`config.mk`:
```
export PLATFORM = sky130hd
export DESIGN_NAME = mult_share_seq_flat
export DESIGN_NICKNAME = d
export VERILOG_FILES = /design/src/rtl/mult_share_if.sv /design/src/rtl/mult_share_seq.sv /design/src/flat_wrapper.sv
export SDC_FILE = /design/constraint.sdc
export NUM_CORES = 1
export LEC_CHECK = 0
export CAP_MARGIN = 15
export CELL_PAD_IN_SITES_DETAIL_PLACEMENT = 0
export CELL_PAD_IN_SITES_GLOBAL_PLACEMENT = 1
export CORE_UTILIZATION = 50
export DETAILED_ROUTE_END_ITERATION = 7
export DONT_BUFFER_PORTS = 1
export GPL_TIMING_DRIVEN = 0
export HOLD_SLACK_MARGIN = 0.05
export PLACE_DENSITY_LB_ADDON = 0.1
export SLEW_MARGIN = 25
export SYNTH_ARGS = -nofsm -noshare
export SYNTH_HDL_FRONTEND = slang
export SYNTH_SLANG_ARGS = --single-unit
```
`constraint.sdc`:
```
create_clock -name CLOCK_50 -period 8.1 [get_ports CLOCK_50]
set_input_delay 0.405 -clock CLOCK_50 [delete_from_list [all_inputs] [get_ports CLOCK_50]]
set_output_delay 0.405 -clock CLOCK_50 [all_outputs]
set_load 0.1 [all_outputs]
```
`src/rtl/mult_share_if.sv`:
```
// Request/grant/result bundle between two requesters and the shared sequential multiplier.
// Handshake: reqN is held (with aN/bN stable) until gntN pulses; the operands are taken on that
// edge. done pulses once per grant with res/done_id, which stay put until the next done.
interface mult_share_if #(parameter int WIDTH = 8);
  logic               req0;
  logic [WIDTH-1:0]   a0;
  logic [WIDTH-1:0]   b0;
  logic               req1;
  logic [WIDTH-1:0]   a1;
  logic [WIDTH-1:0]   b1;
  logic               gnt0;
  logic               gnt1;
  logic               busy;
  logic               done;
  logic               done_id;
  logic [2*WIDTH-1:0] res;
  logic [1:0]         state_dbg;

  modport master (
    output req0, a0, b0, req1, a1, b1,
    input  gnt0, gnt1, busy, done, done_id, res, state_dbg
  );

  modport slave (
    input  req0, a0, b0, req1, a1, b1,
    output gnt0, gnt1, busy, done, done_id, res, state_dbg
  );
endinterface

```
`src/rtl/mult_share_seq.sv`:
```
// Shift-add WIDTHxWIDTH multiplier shared round-robin between two requesters; one partial
// product per cycle, result returned with a one-cycle done pulse.
module mult_share_seq #(
  parameter int WIDTH = 8,
  parameter int CNT_W = 3
) (
  input logic          CLOCK_50,
  input logic          reset,
  mult_share_if.slave  bus
);

  typedef enum logic [1:0] {
    IDLE = 2'd0,
    RUN  = 2'd1,
    DONE = 2'd2
  } state_t;

  state_t               state;
  logic [WIDTH-1:0]     op_a;
  logic [WIDTH-1:0]     op_b;
  logic                 id;
  logic                 last_id;
  logic [2*WIDTH-1:0]   acc;
  logic [2*WIDTH-1:0]   acc_next;
  logic [2*WIDTH-1:0]   pp;
  logic [CNT_W-1:0]     cnt;
  logic                 grant0;
  logic                 grant1;
  logic                 busy_r;
  logic                 done_r;
  logic                 done_id_r;
  logic [2*WIDTH-1:0]   res_r;

  // Grants are combinational so the requester sees the pulse in the capture cycle itself.
  // On contention the side that did not win last time goes first.
  always_comb begin
    grant0 = 1'b0;
    grant1 = 1'b0;
    if (state == IDLE && !reset) begin
      if (bus.req0 && (!bus.req1 || last_id))
        grant0 = 1'b1;
      else if (bus.req1)
        grant1 = 1'b1;
    end
  end

  always_comb begin
    pp       = op_b[cnt] ? ({{WIDTH{1'b0}}, op_a} << cnt) : '0;
    acc_next = acc + pp;
  end

  always_ff @(posedge CLOCK_50) begin
    if (reset) begin
      state     <= IDLE;
      op_a      <= '0;
      op_b      <= '0;
      id        <= 1'b0;
      last_id   <= 1'b1;
      acc       <= '0;
      cnt       <= '0;
      busy_r    <= 1'b0;
      done_r    <= 1'b0;
      done_id_r <= 1'b0;
      res_r     <= '0;
    end else begin
      case (state)
        IDLE: begin
          done_r <= 1'b0;
          if (grant0 || grant1) begin
            op_a    <= grant0 ? bus.a0 : bus.a1;
            op_b    <= grant0 ? bus.b0 : bus.b1;
            id      <= grant1;
            last_id <= grant1;
            acc     <= '0;
            cnt     <= '0;
            busy_r  <= 1'b1;
            state   <= RUN;
          end
        end
        RUN: begin
          acc <= acc_next;
          cnt <= cnt + 1'b1;
          // Last bit: publish the result so done/res are valid throughout DONE.
          if (cnt == CNT_W'(WIDTH - 1)) begin
            state     <= DONE;
            done_r    <= 1'b1;
            res_r     <= acc_next;
            done_id_r <= id;
          end
        end
        DONE: begin
          done_r <= 1'b0;
          busy_r <= 1'b0;
          state  <= IDLE;
        end
        default: state <= IDLE;
      endcase
    end
  end

  assign bus.gnt0      = grant0;
  assign bus.gnt1      = grant1;
  assign bus.busy      = busy_r;
  assign bus.done      = done_r;
  assign bus.done_id   = done_id_r;
  assign bus.res       = res_r;
  assign bus.state_dbg = state;

endmodule
```
`src/flat_wrapper.sv`:
```
// flat-port wrapper written by rule: the top's interface ports become plain ports
module mult_share_seq_flat 
#(
  parameter int WIDTH = 8,
  parameter int CNT_W = 3
)
  (CLOCK_50, reset, bus_req0, bus_a0, bus_b0, bus_req1, bus_a1, bus_b1, bus_gnt0, bus_gnt1, bus_busy, bus_done, bus_done_id, bus_res, bus_state_dbg);
  mult_share_if #(.WIDTH(WIDTH)) bus_i ();
  input logic CLOCK_50;
  input logic reset;
  input wire logic [$bits(bus_i.req0)-1:0] bus_req0;
  input wire logic [$bits(bus_i.a0)-1:0] bus_a0;
  input wire logic [$bits(bus_i.b0)-1:0] bus_b0;
  input wire logic [$bits(bus_i.req1)-1:0] bus_req1;
  input wire logic [$bits(bus_i.a1)-1:0] bus_a1;
  input wire logic [$bits(bus_i.b1)-1:0] bus_b1;
  output wire logic [$bits(bus_i.gnt0)-1:0] bus_gnt0;
  output wire logic [$bits(bus_i.gnt1)-1:0] bus_gnt1;
  output wire logic [$bits(bus_i.busy)-1:0] bus_busy;
  output wire logic [$bits(bus_i.done)-1:0] bus_done;
  output wire logic [$bits(bus_i.done_id)-1:0] bus_done_id;
  output wire logic [$bits(bus_i.res)-1:0] bus_res;
  output wire logic [$bits(bus_i.state_dbg)-1:0] bus_state_dbg;
  assign bus_i.req0 = bus_req0;
  assign bus_i.a0 = bus_a0;
  assign bus_i.b0 = bus_b0;
  assign bus_i.req1 = bus_req1;
  assign bus_i.a1 = bus_a1;
  assign bus_i.b1 = bus_b1;
  assign bus_gnt0 = bus_i.gnt0;
  assign bus_gnt1 = bus_i.gnt1;
  assign bus_busy = bus_i.busy;
  assign bus_done = bus_i.done;
  assign bus_done_id = bus_i.done_id;
  assign bus_res = bus_i.res;
  assign bus_state_dbg = bus_i.state_dbg;
  mult_share_seq #(.WIDTH(WIDTH), .CNT_W(CNT_W)) u_core (.CLOCK_50(CLOCK_50), .reset(reset), .bus(bus_i));
endmodule
```
==> PnR_summary.wiki, run 1 <==
{| class="wikitable"
! Metric !! Value
|-
| Outcome || complete, but fails checks
|-
| Violations in the final reports || DRC
|-
| Leakage power total || about 0.0015 uW
|-
| Number of fill cells || between 600 and 700
|-
| Kind of path behind the tightest hold check || in2reg
|-
| Syn Area/Cell || about 8 um2
|-
| Primary FF master, synth || dfxtp_1
|-
| Half-perimeter wire length after placement || roughly 6900 um
|-
| Cell breakdown of the critical path || buf_2, mux4_2, nand2b_1, and2_1, clkbuf_1, nor2_1, ha_1, a21oi_1, a21oi_1, a211oi_1, a2111oi_2, a311o_2
|-
| Count of flip-flops with a built-in enable after synthesis || 0
|-
| Post-synthesis instance total || 437
|-
| Clock tree root driver cell || clkbuf_8
|-
| Data required, critical path || 8.35 ns
|-
| Post-cts hold buffer count || 0
|-
| Worst slew margin || 30.2%
|-
| Data arrival, critical path || 4.12 ns
|-
| I/O pin total || 59
|-
| Final non-filler cell total || approximately 530
|-
| Proportion of register bits with asynchronous set or reset after synthesis || 0%
|-
| Clock input transition at the sequential cells of the worst setup and hold paths || ~0.080 ns
|-
| Total number of yosys warnings || 0
|-
| Aggregate negative setup slack || 0 ns
|-
| Wire length the detailed router placed on met1 || 4450 um
|-
| Clock latency at the later pin of the worst-skew pair || 0.35 ns
|-
| Count of pins over their slew limit || 0
|-
| Growth of design area from synthesis to finish || 10.3%
|-
| Highest routed layer || met4
|-
| Height of the die || about 85 um
|-
| Time the worst path needs with I/O delays and setup || around 3.9 ns
|-
| Pin slew with the least headroom to its limit || ~1.0 ns
|-
| Resize count post-CTS || 0
|-
| Synthesized area || 0.00344 mm2
|-
| Global router's overall resource usage || 27.0%
|-
| Clock sink count || 58
|-
| Worst Setup Path Type || reg2reg
|-
| Ant. Diodes || 0
|-
| Fraction of synthesized cell area in xor and xnor cells || approximately 1.5%
|-
| Share of synthesized area occupied by flip-flops and latches || between 30 and 40%
|-
| Total DRC errors in the routed layout || 3
|-
| Vias in the first global route || ~3k
|-
| Crit Path Max Fanout || 8
|-
| Count of TritonRoute iterations in the first routing pass || 8
|-
| CP Buf/Inv Count || 2
|-
| Fraction of final layout cells with drive strength greater than 1 || 8.13%
|-
| Initial Util || 52.9%
|-
| Count of endpoints failing hold in the final timing report || 0
|-
| Total length of routed met2 wires || 4250 um
|-
| Mapped Nets || 491
|-
| Power per cell area || between 150 and 200 mW/mm2
|-
| Crit path top cell by count || a21oi_1
|-
| Compound-cell area share of the yosys netlist || 26.2%
|-
| Multi-input gate area || roughly 0.0021 mm2
|-
| Initial drt markers || 177
|-
| Die Width || between 80 and 90 um
|-
| RSZ-0062 raised after global routing || false
|-
| Number of clock buffers inserted by TritonCTS || 9
|-
| Die ar. || a little over 0.007 mm2
|-
| Startpoint Class || flip-flop
|-
| Final setup viols || 0
|-
| # placed instances || 516
|-
| Antenna violations before repair || 0
|-
| Total overflow reported by the global router || 0
|-
| # rows || 29
|-
| Count of state elements after synthesis || 58
|-
| Met3 wire length || ~530 um
|-
| Routability congestion estimate from global placement || approximately 0.9
|-
| Cell family with the largest share of critical-path delay || compound AO/OA/AOI/OAI gates
|-
| Buffers added on ports || 0
|-
| Detailed-route wire length per cell || roughly 18 um
|-
| Register Area || about 0.0012 mm2
|-
| Adder-cell share of the synthesized area || around 6.8%
|-
| Number of buffers on the longest clock path || 2
|-
| Final worst-path cycle share || 47.8%
|-
| Distinct cells, synth || 60
|-
| Worst path slowest cell || a211oi_1
|-
| Endpoint class of the critical path || flip-flop
|-
| Delay of the slowest cell on the worst path || approximately 0.54 ns
|-
| First-pass GRT wire length || ~15000 um
|-
| Core region area || between 0.006 and 0.007 mm2
|-
| Mux contribution to synthesized area || 4.08%
|-
| Total number of H-tree levels || 3
|-
| Pin count of the biggest net entering global routing || 12
|-
| Fmax || roughly 0.26 GHz
|-
| Post-layout net count || 504
|-
| Routed vias || roughly 3.3k
|-
| Clock tree from TritonCTS || built
|-
| Max-cap violations || 0
|-
| Total length of routed wires || ~9400 um
|-
| Worst IR drop on VDD || around 150 uV
|-
| Basic-gate share of the synthesized area counting and, or, nand and nor cells || 23.0%
|-
| Post-route clock skew || about 0.010 ns
|-
| Dominant combinational cell family by area after synthesis || compound AO/OA/AOI/OAI gates
|-
| Via density per instance || ~6.2
|-
| Number of buffers inserted to repair setup after CTS || 0
|-
| Antenna-violating nets left || 0
|}
state kept, by name (all words and copies together), names as in the netlist, 2 cells and up:
signal / count
u_core.op_b: 8
u_core.cnt: 3
u_core.bus.res: 16
u_core.acc: 16
u_core.op_a: 8
u_core.bus.state_dbg: 2
per-layer routing:
metal,vias up,GRT usage [%]
met5,-,0
met4,0,8.17
met3,12,5.84
met2,103,42.9
met1,1539,36.9
li1,1623,-
synthesized netlist by cell type (3+ instances only):
cell      instances  area [um2]
ha_1             17         213
nor2b_1           3        18.8
nor2_1           55         206
a211oi_1          7        52.6
a311oi_1         16         140
mux2_2            4        45.0
a31oi_1           3        18.8
o21ai_1           3        15.0
a21o_1            9        67.6
a22oi_1           7        52.6
nand3_1          12        60.1
or3_1             8        50.1
a21oi_1          35         175
xnor2_1           3        26.3
a32o_1            3        30.0
inv_1            13        48.8
clkbuf_1         17        63.8
nand2b_1          5        31.3
nand2_1          55         206
buf_2             5        25.0
buf_1             3        11.3
dfxtp_1          58        1160
nor3_1            5        25.0
xor2_1            3        26.3
nand4_1           7        43.8
mux2i_1           5        50.1
o21ai_0          29         145
and3_1            5        31.3
cells in the final DEF, fill, tap and decap left out, types with 3 or more instances in the layout:
cell type / n
nor3_1: 5
buf_1: 4
nor2_1: 55
nand4_1: 7
mux2_2: 4
clkbuf_1: 17
a31oi_1: 3
dfxtp_1: 58
clkbuf_8: 11
nand2_1: 55
o21ai_0: 29
inv_1: 13
a21oi_1: 35
and3_1: 5
buf_2: 5
nand3_1: 12
a311oi_1: 16
xnor2_1: 3
a211oi_1: 6
xor2_1: 3
nor2b_1: 3
mux2i_1: 5
a22oi_1: 7
clkinvlp_4: 3
a21o_1: 9
or3_1: 8
nand2b_1: 5
o21ai_1: 3
ha_1: 17
a32o_1: 3
final timing paths:
| check | start | end | slack [ns] | depth (start not counted) |
|---|---|---|---|---|
| setup / recovery | u_core.cnt[0]$_SDFFE_PP0P_ | u_core.bus.res[14]$_SDFFE_PP0P_ | 4.23 | 12 |
| hold / removal | bus_b1[6] | u_core.op_b[6]$_SDFFE_PP0P_ | 0.21 | 2 |
| setup reg to reg | u_core.cnt[0]$_SDFFE_PP0P_ | u_core.bus.res[14]$_SDFFE_PP0P_ | 4.23 | 12 |
| hold reg to reg | u_core.id$_SDFFE_PP0P_ | u_core.bus.done_id$_SDFFE_PP0P_ | 0.46 | 2 |
power by group:
| group | leakage (uW) | internal (uW) | switching (uW) |
|---|---|---|---|
| registers | 0.000472 | 296 | 14.6 |
| clock network | 0.0000982 | 160 | 129 |
| logic | 0.000910 | 29.8 | 57.2 |
kinds of logic (layout without fill, tap and decap cells):
kind of cell	count (synthesis)	count (layout)
flip-flops	58	58
XOR/XNOR	6	6
adder cells (fa/ha/maj)	18	18
AND/OR/NAND/NOR	171	171
AO/OA/AOI/OAI	133	133
buffers and inverters	40	58
multiplexers	11	11
layout make-up:
cell class,instances,share of cell area (%)
multi-input cells,339,56.1
clock inverters,5,1.62
repair buffers,2,0.825
plain buffers,27,2.97
well taps,77,2.54
flip-flops and latches,58,30.6
inverters,13,1.29
clock buffers,11,3.99
per-stage QoR:
step	hold WS, ns	utilization, %	total power [uW]	instance area, um2	worst slack (ns)
after global placement	0.441	54.4	399	3530	3.82
final	0.208	58.4	686	3790	4.23
after detailed placement	0.451	55.1	403	3580	4.31
after CTS	0.204	58.4	690	3790	4.26
after floorplan	0.432	-	379	3440	4.08
after global routing	0.218	58.4	713	3790	4.05
Power figures use the tool's default switching activity.
==> run 2: changes to the inputs <==
Settings changed: ABC_AREA set to 1, CORE_UTILIZATION 50 to 40.
Clock period 8.1 ns to 3.44 ns, I/O delays scaled along.
==> PnR_summary.wiki, run 2 <==
{| class="wikitable"
! Metric !! Value
|-
| Distinct cells, synth || 38 (was 60)
|-
| Fraction of final layout cells with drive strength greater than 1 || 7.68% (was 8.13%)
|-
| Worst IR drop on VDD || 291 uV (was 151 uV)
|-
| Synthesized area || 0.00363 mm2 (was 0.00344 mm2)
|-
| Die ar. || 0.00946 mm2 (was 0.00721 mm2)
|-
| # placed instances || 660 (was 516)
|-
| Count of pins over their slew limit || 0 (unchanged)
|-
| First-pass GRT wire length || 16900 um (was 15000 um)
|-
| Syn Area/Cell || 6.58 um2 (was 7.87 um2)
|-
| Total number of yosys warnings || 0 (unchanged)
|-
| Total overflow reported by the global router || 0 (unchanged)
|-
| Data required, critical path || 3.71 ns (was 8.35 ns)
|-
| Count of flip-flops with a built-in enable after synthesis || 0 (unchanged)
|-
| Startpoint Class || flip-flop (unchanged)
|-
| Initial Util || 41.4% (was 52.9%)
|-
| Startpoint of the lowest-slack register-to-register path || u_core.cnt[1]$_SDFFE_PP0P_ (was u_core.cnt[0]$_SDFFE_PP0P_)
|-
| Number of buffers on the longest clock path || 2 (unchanged)
|-
| Commonest cells post-synth || 176 x nand2_1, 75 x inv_1, 58 x dfxtp_1, 47 x o21ai_0, 36 x nor2_1 (was 58 x dfxtp_1, 55 x nand2_1, 55 x nor2_1, 35 x a21oi_1, 29 x o21ai_0)
|-
| Finished layout cell area || 0.00426 mm2 (was 0.00379 mm2)
|-
| Final setup viols || 0 (unchanged)
|-
| Share of synthesized area occupied by flip-flops and latches || 32.0% (was 33.8%)
|-
| Crit Path Max Fanout || 7 (was 8)
|-
| Global router's overall resource usage || 22.5% (was 27.0%)
|-
| Number of buffers inserted to repair setup after CTS || 0 (unchanged)
|-
| Buffers added on ports || 0 (unchanged)
|-
| Kind of path behind the tightest hold check || in2reg (unchanged)
|-
| Growth of design area from synthesis to finish || 17.2% (was 10.3%)
|-
| Cell breakdown of the critical path || clkbuf_1, o21ai_0, o22ai_1, nand2_1, nor3_1, ha_1, inv_1, fa_1, inv_1, nand3_1, nand2_1, a21oi_1, xnor2_1, nand2_1, a21oi_1 (was buf_2, mux4_2, nand2b_1, and2_1, clkbuf_1, nor2_1, ha_1, a21oi_1, a21oi_1, a211oi_1, a2111oi_2, a311o_2)
|-
| Clock latency at the later pin of the worst-skew pair || 0.34 ns (was 0.35 ns)
|-
| Primary FF master, synth || dfxtp_1 (unchanged)
|-
| Vias in the first global route || 3478 (was 2999)
|-
| Count of endpoints failing hold in the final timing report || 0 (unchanged)
|-
| Clock input transition at the sequential cells of the worst setup and hold paths || 0.07 ns (was 0.08 ns)
|-
| Top area cells in the synthesized netlist || dfxtp_1 32%, nand2_1 18%, inv_1 7.8%, o21ai_0 6.5%, ha_1 5.9% (was dfxtp_1 34%, ha_1 6.2%, nand2_1 6.0%, nor2_1 6.0%, a21oi_1 5.1%)
|-
| Post-layout net count || 649 (was 504)
|-
| Leakage power total || 0.00210 uW (was 0.00148 uW)
|-
| Via density per instance || 4.99 (was 6.16)
|-
| Post-synthesis instance total || 552 (was 437)
|-
| Post-cts hold buffer count || 32 (was 0)
|-
| Detailed-route wire length per cell || 14.2 um (was 17.6 um)
|-
| Pin count of the biggest net entering global routing || 11 (was 12)
|-
| Hold path startpoint || reset (was bus_b1[6])
|-
| Post-placement cell area || 0.00377 mm2 (was 0.00358 mm2)
|-
| Mapped Nets || 606 (was 491)
|-
| Worst path slowest cell || fa_1 (was a211oi_1)
|-
| Max-cap violations || 0 (unchanged)
|-
| Count of state elements after synthesis || 58 (unchanged)
|-
| Proportion of register bits with asynchronous set or reset after synthesis || 0% (unchanged)
|-
| Total DRC errors in the routed layout || 0 (was 3)
|-
| Number of clock buffers inserted by TritonCTS || 9 (unchanged)
|-
| # rows || 34 (was 29)
|-
| Final non-filler cell total || 707 (was 532)
|-
| Cell family with the largest share of critical-path delay || simple AND/OR/NAND/NOR gates (was compound AO/OA/AOI/OAI gates)
|-
| Post-route clock skew || 0.0127 ns (was 0.0103 ns)
|-
| Count of TritonRoute iterations in the first routing pass || 4 (was 8)
|-
| Die Width || 97.3 um (was 84.9 um)
|-
| Resize count post-CTS || 0 (unchanged)
|-
| Share of the core filled with cells || 48.6% (was 58.4%)
|-
| Antenna violations before repair || 0 (unchanged)
|-
| Critical Path Source || u_core.cnt[1]$_SDFFE_PP0P_ (was u_core.cnt[0]$_SDFFE_PP0P_)
|-
| Clock sink count || 58 (unchanged)
|-
| Pin slew with the least headroom to its limit || 0.996 ns (was 1.04 ns)
|-
| Outcome || finished clean (was complete, but fails checks)
|-
| Height of the die || 97.3 um (was 84.9 um)
|-
| Clock tree from TritonCTS || built (unchanged)
|-
| Synth top area share || 32.0% (was 33.8%)
|-
| Endpoint class of the critical path || flip-flop (unchanged)
|-
| RSZ-0062 raised after global routing || false (unchanged)
|-
| Core region area || 0.00876 mm2 (was 0.00649 mm2)
|-
| Ant. Diodes || 0 (unchanged)
|-
| I/O pin total || 59 (unchanged)
|-
| Antenna-violating nets left || 0 (unchanged)
|-
| Leading cell types in the layout, fill and taps excluded || 176 x nand2_1, 75 x inv_1, 56 x dfxtp_1 (was 58 x dfxtp_1, 55 x nor2_1, 55 x nand2_1)
|-
| Routed vias || 3525 (was 3277)
|-
| Total number of H-tree levels || 3 (unchanged)
|-
| Half-perimeter wire length after placement || 7570 um (was 6920 um)
|-
| Delay of the slowest cell on the worst path || 0.41 ns (was 0.54 ns)
|-
| Power per cell area || 371 mW/mm2 (was 181 mW/mm2)
|-
| Worst Setup Path Type || reg2reg (unchanged)
|-
| Crit path top cell by count || nand2_1 (was a21oi_1)
|-
| Time the worst path needs with I/O delays and setup || 3.17 ns (was 3.87 ns)
|-
| Data arrival, critical path || 3.43 ns (was 4.12 ns)
|-
| Clock tree root driver cell || clkbuf_8 (unchanged)
|-
| Worst Hold Slack || 0.0621 ns (was 0.208 ns)
|-
| Cell type with the largest total area after synthesis || dfxtp_1 (unchanged)
|-
| Final worst-path cycle share || 92.1% (was 47.8%)
|-
| Worst slew margin || 33.5% (was 30.2%)
|-
| Initial drt markers || 120 (was 177)
|-
| Aggregate negative setup slack || 0 ns (unchanged)
|-
| Fmax || 0.316 GHz (was 0.258 GHz)
|-
| Commonest non-fill, non-tap cell in the layout || nand2_1 (was dfxtp_1)
|-
| CP Buf/Inv Count || 3 (was 2)
|-
| Leading cell type by number of instances after synthesis || nand2_1 (was dfxtp_1)
|-
| Routability congestion estimate from global placement || 0.847 (was 0.902)
|-
| Total length of routed wires || 10000 um (was 9370 um)
|}
run 2: cell count changes after synthesis, moves of 14 or more:
cell and change:
nand2_1 +121, a31oi_1 +14, o21ai_0 +18, nor2_1 -19, inv_1 +62, a311oi_1 -16
run 2: cells by family after synthesis:
logic type	count (synthesis)	share of synthesized area [%]
AO/OA/AOI/OAI	116	17.8
multiplexers	2	0.551
AND/OR/NAND/NOR	250	28.7
flip-flops	58	32.0
buffers and inverters	101	12.9
adder cells (fa/ha/maj)	18	6.41
XOR/XNOR	7	1.69
run 2: cell type report:
cell class / count / area [um2]
Buffer: 22 / 164
Sequential cell: 58 / 1160
Multi-Input combinational cell: 393 / 2010
Timing Repair Buffer: 32 / 320
Inverter: 79 / 303
Clock inverter: 5 / 32.5
Tap cell: 108 / 135
Clock buffer: 10 / 128
Fill cell: 917 / 4510
run 2: stage by stage:
step                      total power, uW  worst slack (ns)
final                                1580             0.273
after global routing                 1660            0.0583
after CTS                            1590             0.321
after detailed placement             1010             0.336
after global placement               1010             0.401
after floorplan                       943             0.736
run 2: worst paths after layout:
path,endpoint,slack (ns),cells past startpoint
max,u_core.acc[8]$_SDFFE_PP0P_,0.27,15
min,u_core.acc[15]$_SDFFE_PP0P_,0.06,2
max reg2reg,u_core.acc[8]$_SDFFE_PP0P_,0.27,15
min reg2reg,u_core.bus.done_id$_SDFFE_PP0P_,0.47,2
run 2: routing by layer:
metal | vias to the layer above | track usage [%] | wire length [um]
li1 | 1852 | - | -
met1 | 1585 | 31.6 | 5080
met2 | 82 | 35.0 | 4300
met3 | 6 | 4.46 | 562
met4 | 0 | 6.11 | 94
met5 | - | 0 | 0
run 2: report_power, final:
part	internal [uW]	total [uW]	switching [uW]	leakage (uW)
combinational	120	303	183	0.00156
clock	254	539	285	0.0000742
sequential	700	737	36.8	0.000473
